==> config.mk <==
export PLATFORM = sky130hd
export DESIGN_NAME = game_ctl
export DESIGN_NICKNAME = d
export VERILOG_FILES = /design/src/rtl/game_ctl.sv
export SDC_FILE = /design/constraint.sdc
export NUM_CORES = 1
export LEC_CHECK = 0
export ABC_AREA = 0
export CORE_UTILIZATION = 30
export DETAILED_ROUTE_END_ITERATION = 7
export MAX_ROUTING_LAYER = met4
export PLACE_DENSITY = 0.54
export SYNTH_ARGS = -nofsm -noshare
export SYNTH_HDL_FRONTEND = slang
export SYNTH_SLANG_ARGS = --single-unit
export TNS_END_PERCENT = 20
==> constraint.sdc <==
create_clock -name clk -period 2.8 [get_ports clk]
set_input_delay 0.28 -clock clk [delete_from_list [all_inputs] [get_ports clk]]
set_output_delay 0.28 -clock clk [all_outputs]
set_load 0.1 [all_outputs]
==> src/rtl/game_ctl.sv <==
// ---------------------------------------------------------------------------
// game_ctl - game sequencer for the flappy-style VGA game (40 MHz pixel clock)
//
// Runs the IDLE -> READY -> PLAY -> OVER loop once per frame. It gates bird
// and obstacle motion with a per-frame step pulse, detects bird/obstacle and
// bird/floor collisions, keeps the score, and flags the end of the game for
// the text overlay.
//
// Optional feature macro: GAME_CTL_PAUSE_EN
//   defined   : a right-button rising edge in PLAY toggles the pause flag
//   undefined : paused is held at 0 and the right button has no effect
//
// Ports
//   clk          in   1   pixel clock
//   rst          in   1   synchronous active-high reset
//   frame_start  in   1   1-cycle pulse on the first cycle of vblank
//   left         in   1   left mouse button level (already synchronised)
//   right        in   1   right mouse button level (already synchronised)
//   bird_ypos    in  12   bird top edge, px
//   obst_xpos    in  12   obstacle left edge, px
//   gap_ypos     in  12   top of the obstacle gap, px
//   state        out  2   00 IDLE, 01 READY, 10 PLAY, 11 OVER
//   run          out  1   PLAY and not paused
//   step         out  1   1-cycle motion-advance pulse per frame
//   restart      out  1   1-cycle pulse to reset bird/obstacle positions
//   endgame      out  1   high while in OVER
//   score        out  8   obstacles passed, saturating at 255
//   paused       out  1   pause flag
// ---------------------------------------------------------------------------
module game_ctl #(
    parameter int BIRD_X       = 200,
    parameter int BIRD_W       = 32,
    parameter int BIRD_H       = 32,
    parameter int OBST_W       = 64,
    parameter int GAP_H        = 160,
    parameter int SCREEN_H     = 600,
    parameter int START_FRAMES = 60,
    parameter int OVER_FRAMES  = 120
) (
    input  logic        clk,
    input  logic        rst,
    input  logic        frame_start,
    input  logic        left,
    input  logic        right,
    input  logic [11:0] bird_ypos,
    input  logic [11:0] obst_xpos,
    input  logic [11:0] gap_ypos,
    output logic [1:0]  state,
    output logic        run,
    output logic        step,
    output logic        restart,
    output logic        endgame,
    output logic [7:0]  score,
    output logic        paused
);

`ifdef GAME_CTL_PAUSE_EN
    localparam logic PAUSE_EN = 1'b1;
`else
    localparam logic PAUSE_EN = 1'b0;
`endif

    typedef enum logic [1:0] {
        S_IDLE  = 2'b00,
        S_READY = 2'b01,
        S_PLAY  = 2'b10,
        S_OVER  = 2'b11
    } state_t;

    localparam logic [12:0] C_BIRD_L = 13'(BIRD_X);
    localparam logic [12:0] C_BIRD_R = 13'(BIRD_X + BIRD_W);
    localparam logic [7:0]  C_START  = 8'(START_FRAMES - 1);
    localparam logic [7:0]  C_OVER   = 8'(OVER_FRAMES - 1);

    state_t      r_state;
    logic [7:0]  r_cnt;
    logic [7:0]  r_score;
    logic        r_passed;
    logic        r_step;
    logic        r_restart;
    logic        r_run;
    logic        r_endgame;
    logic        r_paused;
    logic        r_left_q;
    logic        r_right_q;

    // All geometry in 13 bits so that 12-bit positions plus sizes never wrap.
    logic [12:0] w_obst_l;
    logic [12:0] w_obst_r;
    logic [12:0] w_bird_t;
    logic [12:0] w_bird_b;
    logic [12:0] w_gap_t;
    logic [12:0] w_gap_b;
    logic        w_hx;
    logic        w_hy;
    logic        w_floor;
    logic        w_hit;
    logic        w_pass;
    logic        w_wrap;
    logic        w_click;
    logic        w_rclick;
    logic        w_eval;

    assign w_obst_l = {1'b0, obst_xpos};
    assign w_obst_r = {1'b0, obst_xpos} + 13'(OBST_W);
    assign w_bird_t = {1'b0, bird_ypos};
    assign w_bird_b = {1'b0, bird_ypos} + 13'(BIRD_H);
    assign w_gap_t  = {1'b0, gap_ypos};
    assign w_gap_b  = {1'b0, gap_ypos} + 13'(GAP_H);

    assign w_hx    = (w_obst_l < C_BIRD_R) && (w_obst_r > C_BIRD_L);
    assign w_hy    = (w_bird_t < w_gap_t) || (w_bird_b > w_gap_b);
    assign w_floor = (w_bird_b >= 13'(SCREEN_H));
    assign w_hit   = (w_hx && w_hy) || w_floor;
    assign w_pass  = (w_obst_r <= C_BIRD_L);
    assign w_wrap  = (w_obst_l > C_BIRD_R);

    // Rising edges against the previous-cycle level: a held button clicks once.
    assign w_click  = left & ~r_left_q;
    assign w_rclick = right & ~r_right_q & PAUSE_EN;

    // Frame evaluation in PLAY is suspended entirely while paused.
    assign w_eval = frame_start & ~r_paused;

    always_ff @(posedge clk) begin
        if (rst) begin
            r_state   <= S_IDLE;
            r_cnt     <= 8'd0;
            r_score   <= 8'd0;
            r_passed  <= 1'b0;
            r_step    <= 1'b0;
            r_restart <= 1'b0;
            r_run     <= 1'b0;
            r_endgame <= 1'b0;
            r_paused  <= 1'b0;
            r_left_q  <= 1'b0;
            r_right_q <= 1'b0;
        end else begin
            r_left_q  <= left;
            r_right_q <= right;
            r_step    <= 1'b0;
            r_restart <= 1'b0;
            case (r_state)
                S_IDLE: begin
                    if (w_click) begin
                        r_state   <= S_READY;
                        r_restart <= 1'b1;
                        r_score   <= 8'd0;
                        r_passed  <= 1'b0;
                        r_cnt     <= C_START;
                    end
                end
                S_READY: begin
                    // Clicks here belong to the bird controller, not to us.
                    if (frame_start) begin
                        if (r_cnt == 8'd0) begin
                            r_state <= S_PLAY;
                            r_run   <= 1'b1;
                        end else begin
                            r_cnt <= r_cnt - 8'd1;
                        end
                    end
                end
                S_PLAY: begin
                    if (w_eval && w_hit) begin
                        r_state   <= S_OVER;
                        r_cnt     <= C_OVER;
                        r_run     <= 1'b0;
                        r_endgame <= 1'b1;
                        r_paused  <= 1'b0;
                    end else begin
                        if (w_eval) begin
                            r_step <= 1'b1;
                            if (w_pass && !r_passed) begin
                                r_passed <= 1'b1;
                                if (r_score != 8'hFF)
                                    r_score <= r_score + 8'd1;
                            end else if (w_wrap) begin
                                r_passed <= 1'b0;
                            end
                        end
                        if (w_rclick) begin
                            r_paused <= ~r_paused;
                            r_run    <= r_paused;
                        end
                    end
                end
                S_OVER: begin
                    if (frame_start && r_cnt != 8'd0)
                        r_cnt <= r_cnt - 8'd1;
                    if (w_click && r_cnt == 8'd0) begin
                        r_state   <= S_IDLE;
                        r_endgame <= 1'b0;
                    end
                end
                default: r_state <= S_IDLE;
            endcase
        end
    end

    assign state   = r_state;
    assign run     = r_run;
    assign step    = r_step;
    assign restart = r_restart;
    assign endgame = r_endgame;
    assign score   = r_score;
    assign paused  = r_paused;

endmodule
== Word level (Yosys, flattened, before mapping) ==
Cells that the tools add are included.

* Input bits: 41
* Output and inout bits: 15
* Flip-flop bits (word level): 24

* Muxes and demuxes: 33
* $add $sub $neg: 5
* Reduce and logical (&&, ||, !) cells: 23
* $lt $le $gt $ge: 7
* Bitwise operators: 4
* Equal/unequal tests: 16

{| class="wikitable"
|+ Operators with widths
! cell !! number
|-
| two-way mux 8 bit || 10
|-
| case mux 8 bit (4 select lines) || 1
|-
| inequality test 2 bit, second input constant || 11
|-
| case mux 8 bit (2 select lines) || 1
|-
| AND reduction 5 bit || 3
|-
| adder 12 x 6 -> 13 bit, second input constant || 1
|-
| adder 12 x 7 -> 13 bit, second input constant || 1
|-
| adder 12 x 8 -> 13 bit, second input constant || 1
|-
| greater-or-equal comparator 13 x 10 -> 1 bit, second input constant || 1
|-
| greater-than comparator 13 bit || 1
|-
| greater-than comparator 13 x 8 -> 1 bit, second input constant || 1
|-
| less-or-equal comparator 13 x 8 -> 1 bit, second input constant || 1
|-
| greater-than comparator 12 x 8 -> 1 bit, second input constant || 1
|-
| less-than comparator 12 bit || 1
|-
| less-than comparator 12 x 8 -> 1 bit, second input constant || 1
|-
| two-way mux 1 bit || 12
|-
| two-way mux 2 bit || 5
|-
| adder 8 x 1 -> 8 bit, second input constant || 1
|-
| logical NOT 8 bit || 1
|-
| inequality test 8 bit, second input constant || 1
|-
| case mux 2 bit (4 select lines) || 1
|-
| nonzero test 8 bit || 1
|-
| subtractor 8 x 1 -> 8 bit, second input constant || 1
|-
| logical AND 1 bit || 6
|-
| other kinds (15) || 23
|}

== Longest topological paths before layout ==
Gate-level depths: netlist of run 1.

* Depth after elaboration: 8
* Mapped depth: 14
* Gate-level depth less buffers: 13

== Least setup slack after synthesis of run 1 ==
Ideal clock, no wire load.

* Path type: reg-to-reg
* From: register r_state[0] (netlist: state[0])
* To: register r_score[7] (netlist: score[7])
* Data required time: 2.725 ns
* Arrival time: 3.003 ns
* Clock period less this slack: 3.078 ns
* Cell stages (with the launch flop): 11
* Slack: -0.278 ns
* Library setup time: 0.075 ns
* Buffers on the path: 2
* Path through: dfxtp_1 clkbuf_1 inv_1 ha_1 clkbuf_1 and2_1 nor2_1 and2_1 nand2_1 or4_1 a31oi_1

* Longest elaborated chain between the ends: 3
* Elaborated cells between the ends (all ways): 10
* Those cells by class: eq/ne (6); mux (1); reduce/logical (3)

{| class="wikitable"
|+ Ends and longest elaborated chain
! item !! line !! text
|-
| from (decl) || 75 || <nowiki>state_t r_state;</nowiki>
|-
| from (signal assigned) || 127 || <nowiki>r_state <= S_IDLE;</nowiki>
|-
| from (signal assigned) || 146 || <nowiki>r_state <= S_READY;</nowiki>
|-
| from (signal assigned) || 157 || <nowiki>r_state <= S_PLAY;</nowiki>
|-
| == test 2 bit / logical NOT 2 bit (equally long branches) || 143 || <nowiki>case (r_state)</nowiki>
|-
| inequality test 2 bit (no source line) / nonzero test 2 bit (equally long branches) || -- ||
|-
| AND reduction 6 bit (no source line) || -- ||
|-
| to (signal assigned) || 177 || <nowiki>r_score <= r_score + 8'd1;</nowiki>
|-
| to (decl) || 77 || <nowiki>logic [7:0] r_score;</nowiki>
|}

Parallel ways exist; a longest one is shown, timed or not.
A chain may end at the register's enable or synchronous reset.

== Worst setup path in the final report of run 1 ==
* From: input port bird_ypos[5]
* To: register r_cnt[7]

* Longest elaborated chain between the ends: 8
* Elaborated cells between the ends (all ways): 10
* Those cells by class: add/sub (1); order compare (3); eq/ne (1); reduce/logical (5)

{| class="wikitable"
|+ Ends and longest elaborated chain
! item !! line !! text
|-
| from (decl) || 45 || <nowiki>input logic [11:0] bird_ypos,</nowiki>
|-
| adder 12 x 6 -> 13 bit || 107 || <nowiki>assign w_bird_b = {1'b0, bird_ypos} + 13'(BIRD_H);</nowiki>
|-
| greater-than comparator 13 bit || 112 || <nowiki>assign w_hy = (w_bird_t < w_gap_t) || (w_bird_b > w_gap_b);</nowiki>
|-
| logical OR 1 bit || 112 ||
|-
| logical AND 1 bit || 114 || <nowiki>assign w_hit = (w_hx && w_hy) || w_floor;</nowiki>
|-
| logical OR 1 bit (*) || 114 ||
|-
| logical AND 1 bit (*) || 165 || <nowiki>if (w_eval && w_hit) begin</nowiki>
|-
| inequality test 2 bit (no source line) (*) || -- ||
|-
| AND reduction 5 bit (no source line) (*) || -- ||
|-
| to (signal assigned) || 160 || <nowiki>r_cnt <= r_cnt - 8'd1;</nowiki>
|-
| to (signal assigned) || 190 || <nowiki>r_cnt <= r_cnt - 8'd1;</nowiki>
|-
| to (decl) || 76 || <nowiki>logic [7:0] r_cnt;</nowiki>
|}

Every way passes the cells marked *; elsewhere a longest branch is shown, timed or not.

==> impl_metrics.yaml, run 1 <==
status:
  status: "finished clean"
setup_path:
  r2r-end: "score[7]"
  rr_startpoint: "score[0]"
  reg2reg_slack_ps: 310
  critical_path_class: "in -> reg"
  crit_path_start_kind: "primary input"
  cp_max_fo: 7
  crit_path_end_kind: "register"
  r2r_cells: 9
  arrival_ps: 2880
  required_ps: 2970
floorplanning:
  io_pins: 56
  start_util_pct: 30.88
  num_rows: 32
  die_x_um: 91.18
  die-height_um: 91.18
  fp.coreArea_sq_mm: 0.007727
  design.die.area_sq_mm: 0.008314
logic_synthesis:
  ys.flop_type: "dfxtp_1"
  syn_nets: 374
  ys_ff_latch: 24
  synth_warnings: 0
  synth_cells: 300
  synth-edff-count: 0
  ys_async_sr_fraction_pct: 0
  syn_area_sq_mm: 0.002386
  yosysUniqueCellTypes: 57
  syn_avg_cell_area_sq_um: 7.953
  ys_seq_area_share_pct: 20.14
clock_network:
  clock_path_buffers: 2
  worst_skew_pair.late_latency_ps: 270
  cts_buffers: 3
  path_clk_slew_ps: 90
  cts_tree: "done"
  cts_max_level: 1
  root_buffer: "clkbuf_8"
  clock-sinks: 24
place:
  gp_congestion: 0.8438
  dpl.hpwl_mm: 5.059
  io_buffer_count: 53
sta:
  hold_viol_final: 0
  worstMarginPinSlew_ps: 756.4
  period_share_pct: 96.97
  slew_viol_final: 0
  setup_tns_ps: 0
  post-route-min-period_ps: 2715
  setup-violations-final: 0
  fmax_mhz: 368.3
  maxSlewHeadroom_pct: 49.42
  fin_skew_ps: 3.851
  rsz0062_at_grt: "yes"
global_routing:
  grt_pass1_wl_mm: 10.83
  grt_max_degree: 18
  grt_pass1_vias: 2451
  antenna_found_initial: 0
  grt_remaining_overflow: 0
  track_usage_pct: 15.97
cells_and_area:
  syn2layout_area_growth_pct: 59.52
  utilization_pct: 49.26
  antenna_cells: 0
  nNetsFinal: 479
  drive_above_1_share_pct: 36.88
  fillers: 741
detailed_routing:
  routed_via_density: 5.006
  wirelength_mm: 6.591
  ant_nets: 0
  vias: 2533
  wl_per_cell_um: 13.03
  drc: 0
  firstDrtPassIters: 4
  drt_iter0_drc: 61
min_path:
  holdPathEnd: "r_cnt[6]"
  min_path_cells: 1
  hp-start: "r_cnt[6]"
  hold_class: "reg -> reg"
job:
  drv_cap: 0
pwr:
  power_leakage_nw: 1.652
  pwr_density_cell_mw_per_mm2: 561.8
  peakVddDrop_uv: 251.9
worst max-delay path: stages:
cell,delay [ps]
buf_8,100
ha_4,160
buf_6,120
buf_6,110
xor2_2,140
ha_2,320
nand4_1,110
a311o_1,310
a211oi_2,270
o31ai_4,100
buf_6,150
a211oi_4,230
buf_6,170
nand2_1,60
a32o_1,240
cells in the final DEF, fill, tap and decap left out, types with 6 or more instances in the layout:
| cell | count |
|---|---|
| buf_4 | 58 |
| ha_1 | 26 |
| nor2_1 | 22 |
| a21oi_1 | 22 |
| dfxtp_1 | 22 |
| inv_1 | 20 |
| clkdlybuf4s50_1 | 19 |
| nand2_1 | 17 |
| buf_6 | 17 |
| o21ai_0 | 8 |
| nand3b_1 | 7 |
| nor3_1 | 7 |
| and3_1 | 7 |
| inv_2 | 6 |
| nand3_1 | 6 |
| ha_4 | 6 |
| dlymetal6s2s_1 | 6 |
flip-flops by register name, indices dropped and copies added (netlist names):
signal / cells
restart: 1
score: 8
r_passed: 1
step: 1
run: 1
state: 2
endgame: 1
r_left_q: 1
r_cnt: 8
cells in the mapped netlist (all sizes together), types with 5 or more instances:
cell type | n | area (sq um)
nand3 | 7 | 35.03
a211oi | 7 | 75.07
o21ai | 16 | 80.08
nand2 | 19 | 71.32
dfxtp | 24 | 480.5
and3 | 9 | 56.30
inv | 27 | 101.4
nor2 | 23 | 86.33
ha | 33 | 412.9
a21oi | 26 | 130.1
nand4 | 5 | 31.28
and2 | 5 | 31.28
xnor2 | 8 | 70.07
buf | 5 | 36.28
nor2b | 5 | 31.28
nor3 | 10 | 50.05
clkbuf | 5 | 18.77
nand3b | 7 | 52.55
where the power goes:
group	leakage [nW]	switching [W]	internal [W]
clock	0.0288	0.000114	0.000126
combinational	1.43	0.000788	0.000615
sequential	0.196	0.0000856	0.000410
total	1.65	0.000987	0.00115
stage by stage:
stage	total power [W]	hold slack [ps]	instances	instance area (sq um)	setup WS, ps
6_report	0.002138	517.4	506	3806	84.82
5_1_grt	0.002303	553.2	506	3806	-28.28
4_1_cts	0.002073	518.7	501	3547	2.689
3_5_place_dp	0.001771	496.8	493	3329	-844.3
3_3_place_gp	0.001767	491.6	493	3329	-788.7
2_1_floorplan	0.001347	408.2	300	2389	-8.026
layout make-up:
class / instances / area [sq um] / area share [%]
Timing Repair Buffer: 110 / 984.7 / 25.87
Sequential cell: 24 / 483.0 / 12.69
Multi-Input combinational cell: 238 / 2048 / 53.81
Tap cell: 102 / 127.6 / 3.353
Clock buffer: 4 / 55.05 / 1.446
Inverter: 28 / 107.6 / 2.827
per-layer routing:
layer	routed length, um	vias up	track usage [%]
met4	146	0	3.704
li1	-	1303	-
met2	3370	38	29.55
met1	2941	1179	18.84
met5	0	-	-
met3	132	13	1.005
worst max-delay path by stage:
stage / start / end / slack [ps]
2_1_floorplan: gap_ypos[9] / r_cnt[3] / -8
3_3_place_gp: bird_ypos[5] / score[6] / -790
3_5_place_dp: bird_ypos[5] / score[6] / -840
4_1_cts: bird_ypos[5] / state[1] / 3
5_1_grt: gap_ypos[2] / r_cnt[0] / -30
6_report: bird_ypos[5] / r_cnt[7] / 80
repair_timing:
action	in CTS	in global routing
hold buffers	0	0
setup buffers	7	5
gates resized for setup	73	68
endpoints found under the hold margin	0	0
setup endpoints to repair	22	20
pin swaps	34	32
logic make-up (layout without fill, tap and decap cells):
group                    Yosys count  count (layout)  synth area share (%)
AND/OR/NAND/NOR                  107             107                 24.59
AO/OA/AOI/OAI                     82              82                 25.33
buffers and inverters             38             142                 6.712
adder cells (fa/ha/maj)           33              33                 17.30
flip-flops                        24              24                 20.14
XOR/XNOR                          11              11                 4.038
multiplexers                       4               4                 1.730
other                              1               1                0.1572
Power figures use the tool's default switching activity.
==> run 2, diff against run 1 <==
- CTS_CLUSTER_DIAMETER: unset -> 200
- PLACE_DENSITY: 0.54 -> 0.53
==> impl_metrics.yaml, run 2 (synthesized netlist as in run 1, its figures left out) <==
status:
  status: "finished clean"
global_routing:
  grt_pass1_wl_mm: 11.01
  track_usage_pct: 16.27
  antenna_found_initial: 0
  grt_max_degree: 15
  grt_remaining_overflow: 0
  grt_pass1_vias: 2424
detailed_routing:
  wirelength_mm: 6.284
  met1_length_mm: 2.834
  ant_nets: 0
  wl_per_cell_um: 12.44
  drc: 0
  routed_via_density: 4.899
  drt_iter0_drc: 45
  vias: 2474
  met3_length_um: 124
  firstDrtPassIters: 6
  wl_met2_mm: 3.281
  top_layer: "met4"
cells_and_area:
  mostFrequentLayoutCell: "buf_4"
  final_cell_mix: "66 x buf_4, 30 x ha_1, 23 x a21oi_1"
  antenna_cells: 0
  final_cell_area_sq_mm: 0.003595
  utilization_pct: 46.52
  syn2layout_area_growth_pct: 50.66
  drive_above_1_share_pct: 32.26
  nNetsFinal: 478
sta:
  setup-violations-final: 0
  fmax_mhz: 368.3
  slew_viol_final: 0
  hold_viol_final: 0
  post-route-min-period_ps: 2715
  period_share_pct: 96.98
  fin_skew_ps: 2.087
clock_network:
  clock_path_buffers: 2
  path_clk_slew_ps: 80
  worst_skew_pair.late_latency_ps: 260
  cts_tree: "done"
  cts_buffers: 3
  clock-sinks: 24
  hold_buffers: 0
  root_buffer: "clkbuf_8"
  cts_max_level: 1
place:
  placed_area_sq_mm: 0.003324
  gp_congestion: 0.8202
  dpl.hpwl_mm: 5.020
  io_buffer_count: 53
floorplanning:
  design.die.area_sq_mm: 0.008314
  fp.coreArea_sq_mm: 0.007727
  io_pins: 56
  die_x_um: 91.18
  start_util_pct: 30.88
  num_rows: 32
  die-height_um: 91.18
pwr:
  power_w: 0.002079
  pwr_density_cell_mw_per_mm2: 578.3
  peakVddDrop_uv: 225.1
  power_leakage_nw: 1.581
setup_path:
  critical_path_class: "in -> reg"
  cp_max_fo: 6
  arrival_ps: 2880
  crit_path_start_kind: "primary input"
  required_ps: 2960
  crit_path_end_kind: "register"
job:
  drv_cap: 0
min_path:
  hold_class: "reg -> reg"
-- run 2: cell types whose count changed in the layout (fill, tap and decap cells not counted), sizes merged --
cell	previous run	this run
buf	78	77
dlymetal6s2s	6	3
clkdlybuf4s50	19	22
-- run 2: metrics by stage --
step / worst slack [ps] / instances / hold slack, ps / TNS (ps)
after CTS: 3.128 / 501 / 506.9 / 0
after global placement: -848.7 / 494 / 491.2 / -14840
after floorplan: -8.026 / 300 / 408.2 / -21.04
final: 84.61 / 505 / 510.9 / 0
after detailed placement: -859.2 / 494 / 488.6 / -15630
after global routing: -21.55 / 505 / 539.9 / -77.27
-- run 2: layer usage --
| metal | GRT usage, % | vias to the layer above |
|---|---|---|
| met4 | 3.042 | 0 |
| met5 | - | - |
| met1 | 20.01 | 1148 |
| met3 | 1.005 | 4 |
| li1 | - | 1291 |
| met2 | 29.42 | 31 |
-- run 2: area by class of cell --
cell class	count	area [sq um]
multi-input combinational	238	1917
fill	777	4133
timing repair buffer	109	907.1
clock buffer	4	55.05
sequential	24	483.0
tap	102	127.6
inverter	28	105.1
-- run 2: report_power, final --
group | switching [W] | internal, W | total (W)
combinational | 0.000755 | 0.000586 | 0.00134
clock | 0.000109 | 0.000125 | 0.000235
sequential | 0.0000931 | 0.000410 | 0.000503
-- run 2: timing repair --
action | 4_1_cts | 5_1_grt
resized for setup | 68 | 37
endpoints found under the setup margin | 22 | 19
pin swaps | 30 | 28
buffers inserted | 5 | 5
-- run 2: final timing paths --
check	start	to	slack [ps]	cells past startpoint
max	gap_ypos[5]	r_cnt[3]	80	14
max reg2reg	score[0]	score[7]	370	9
min reg2reg	r_cnt[6]	r_cnt[6]	510	1
min	r_cnt[6]	r_cnt[6]	510	1
-- run 2: critical path, cell delays in order --
cell	delay, ps
buf_4	140
ha_4	170
buf_4	130
xor2_1	160
ha_1	290
nand4_1	120
a311o_1	360
a211oi_2	270
o31ai_4	100
buf_6	140
a211oi_4	250
buf_6	150
o21ai_1	60
a32o_1	250
==> run 3, diff against run 2 <==
- CORE_UTILIZATION: 30 -> 46
- GPL_ROUTABILITY_DRIVEN: unset -> 0
- PLACE_DENSITY: 0.53 -> 0.76
==> impl_metrics.yaml, run 3 (synthesized netlist as in run 1, its figures left out) <==
floorplanning:
  io_pins: 56
  die-height_um: 74.02
  start_util_pct: 49.21
  design.die.area_sq_mm: 0.005479
  die_x_um: 74.02
  fp.coreArea_sq_mm: 0.004848
  num_rows: 25
clock_network:
  clock_path_buffers: 2
  cts_tree: "done"
  cts_buffers: 3
  root_buffer: "clkbuf_8"
  worst_skew_pair.late_latency_ps: 270
  path_clk_slew_ps: 80
  clock-sinks: 24
  hold_buffers: 0
  cts_max_level: 1
cells_and_area:
  fillers: 393
  seq_area_sq_um: 483.0
  multi_input_area_sq_mm: 0.001921
  syn2layout_area_growth_pct: 49.40
  antenna_cells: 0
  drive_above_1_share_pct: 31.93
  mostFrequentLayoutCell: "buf_4"
  final_cell_mix: "68 x buf_4, 28 x ha_1, 23 x a21oi_1, 23 x clkdlybuf4s50_1"
  nNetsFinal: 479
  final_cell_area_sq_mm: 0.003565
detailed_routing:
  drt_iter0_drc: 157
  wl_per_cell_um: 14.18
  ant_nets: 0
  wirelength_mm: 6.680
  routed_via_density: 5.459
  firstDrtPassIters: 4
  vias: 2571
  drc: 0
sta:
  post-route-min-period_ps: 2799
  hold_viol_final: 0
  worstMarginPinSlew_ps: 528.8
  fin_skew_ps: 2.188
  maxSlewHeadroom_pct: 64.48
  setup_tns_ps: 0
  fmax_mhz: 357.2
  period_share_pct: 99.98
  setup-violations-final: 0
  slew_viol_final: 0
  rsz0062_at_grt: "yes"
job:
  drv_cap: 0
pwr:
  power_leakage_nw: 1.566
  pwr_density_cell_mw_per_mm2: 599.6
  peakVddDrop_uv: 338.2
setup_path:
  crit_path_start_kind: "primary input"
  startpoint: "gap_ypos[5]"
  arrival_ps: 2970
  crit_path_end_kind: "register"
  reg2reg_slack_ps: 390
  r2r_cells: 9
  critical_path_class: "in -> reg"
  cp_common_cell: "o21ai_2"
  r2r-end: "score[7]"
  rr_startpoint: "score[0]"
  slowest_stage: "ha_1"
  critical-path-top-delay-family: "compound AO/OA/AOI/OAI gates"
  required_ps: 2970
  path_buf_inv: 3
  crit_path_max_incr_delay_ps: 380
  cp_max_fo: 4
  crit_chain: "buf_2 > ha_4 > o21ai_2 > xnor2_1 > ha_1 > buf_4 > nand4_1 > a311o_1 > a211oi_2 > o31ai_4 > a211oi_4 > buf_6 > o21ai_2 > a32o_1"
global_routing:
  antenna_found_initial: 0
  grt_pass1_vias: 2496
  track_usage_pct: 25.16
  grt_pass1_wl_mm: 10.63
  grt_remaining_overflow: 0
  grt_max_degree: 15
min_path:
  holdPathEnd: "run"
  min_path_cells: 2
  hold_class: "reg -> reg"
  hp-start: "run"
place:
  io_buffer_count: 53
  placed_area_sq_mm: 0.003251
  dpl.hpwl_mm: 4.856
status:
  status: "finished clean"
-- run 3: power by group --
group | switching [W] | internal [W] | leakage [nW]
Sequential | 0.0000891 | 0.000410 | 0.196
Clock | 0.000114 | 0.000126 | 0.0288
Combinational | 0.000790 | 0.000609 | 1.34
-- run 3: repair_timing --
action | in CTS | in global routing
pin swaps | 29 | 19
gates cloned | 0 | 0
buffers inserted | 7 | 8
resized for setup | 59 | 43
setup endpoints to repair | 22 | 21
-- run 3: layout make-up --
cell class / instances / share of cell area (%)
repair buffers: 110 / 25.59
multi-input cells: 238 / 53.88
flip-flops and latches: 24 / 13.55
well taps: 67 / 2.352
clock buffers: 4 / 1.544
inverters: 28 / 3.089
-- run 3: how the worst max path moves through the flow --
stage / slack (ps) / to / cells past startpoint
2_1_floorplan: -8 / r_cnt[3] / 12
3_3_place_gp: -650 / r_cnt[0] / 16
3_5_place_dp: -750 / state[1] / 15
4_1_cts: 5 / r_cnt[7] / 12
5_1_grt: -130 / r_passed / 15
6_report: 0.7 / r_cnt[3] / 14
-- run 3: through the flow --
| stage | setup WS, ps | util (%) | total power (W) | hold slack, ps | cells |
|---|---|---|---|---|---|
| 2_1_floorplan | -8.026 | - | 0.001347 | 408.2 | 300 |
| 5_1_grt | -125.4 | 73.52 | 0.002280 | 518.0 | 471 |
| 3_3_place_gp | -655.0 | 67.05 | 0.001703 | 487.7 | 455 |
| 3_5_place_dp | -751.0 | 67.05 | 0.001734 | 484.8 | 455 |
| 6_report | 0.6928 | 73.52 | 0.002137 | 503.6 | 471 |
| 4_1_cts | 4.597 | 70.63 | 0.002048 | 501.3 | 463 |
-- run 3: routing by layer --
layer | wire length, um | track usage, % | share of wire (%)
met1 | 2934 | 29.31 | 44
met2 | 3361 | 45.35 | 50
met3 | 256 | 2.304 | 3.8
met4 | 127 | 7.692 | 1.9
met5 | 0 | - | 0
-- run 3: worst register-to-register path, stage by stage (launching register included) --
cell	delay, ps
dfxtp_1	350
ha_1	230
and3_1	210
and3_1	220
and3_1	200
o41ai_2	230
and2_1	190
nand2_1	80
or4_4	510
a31oi_1	130
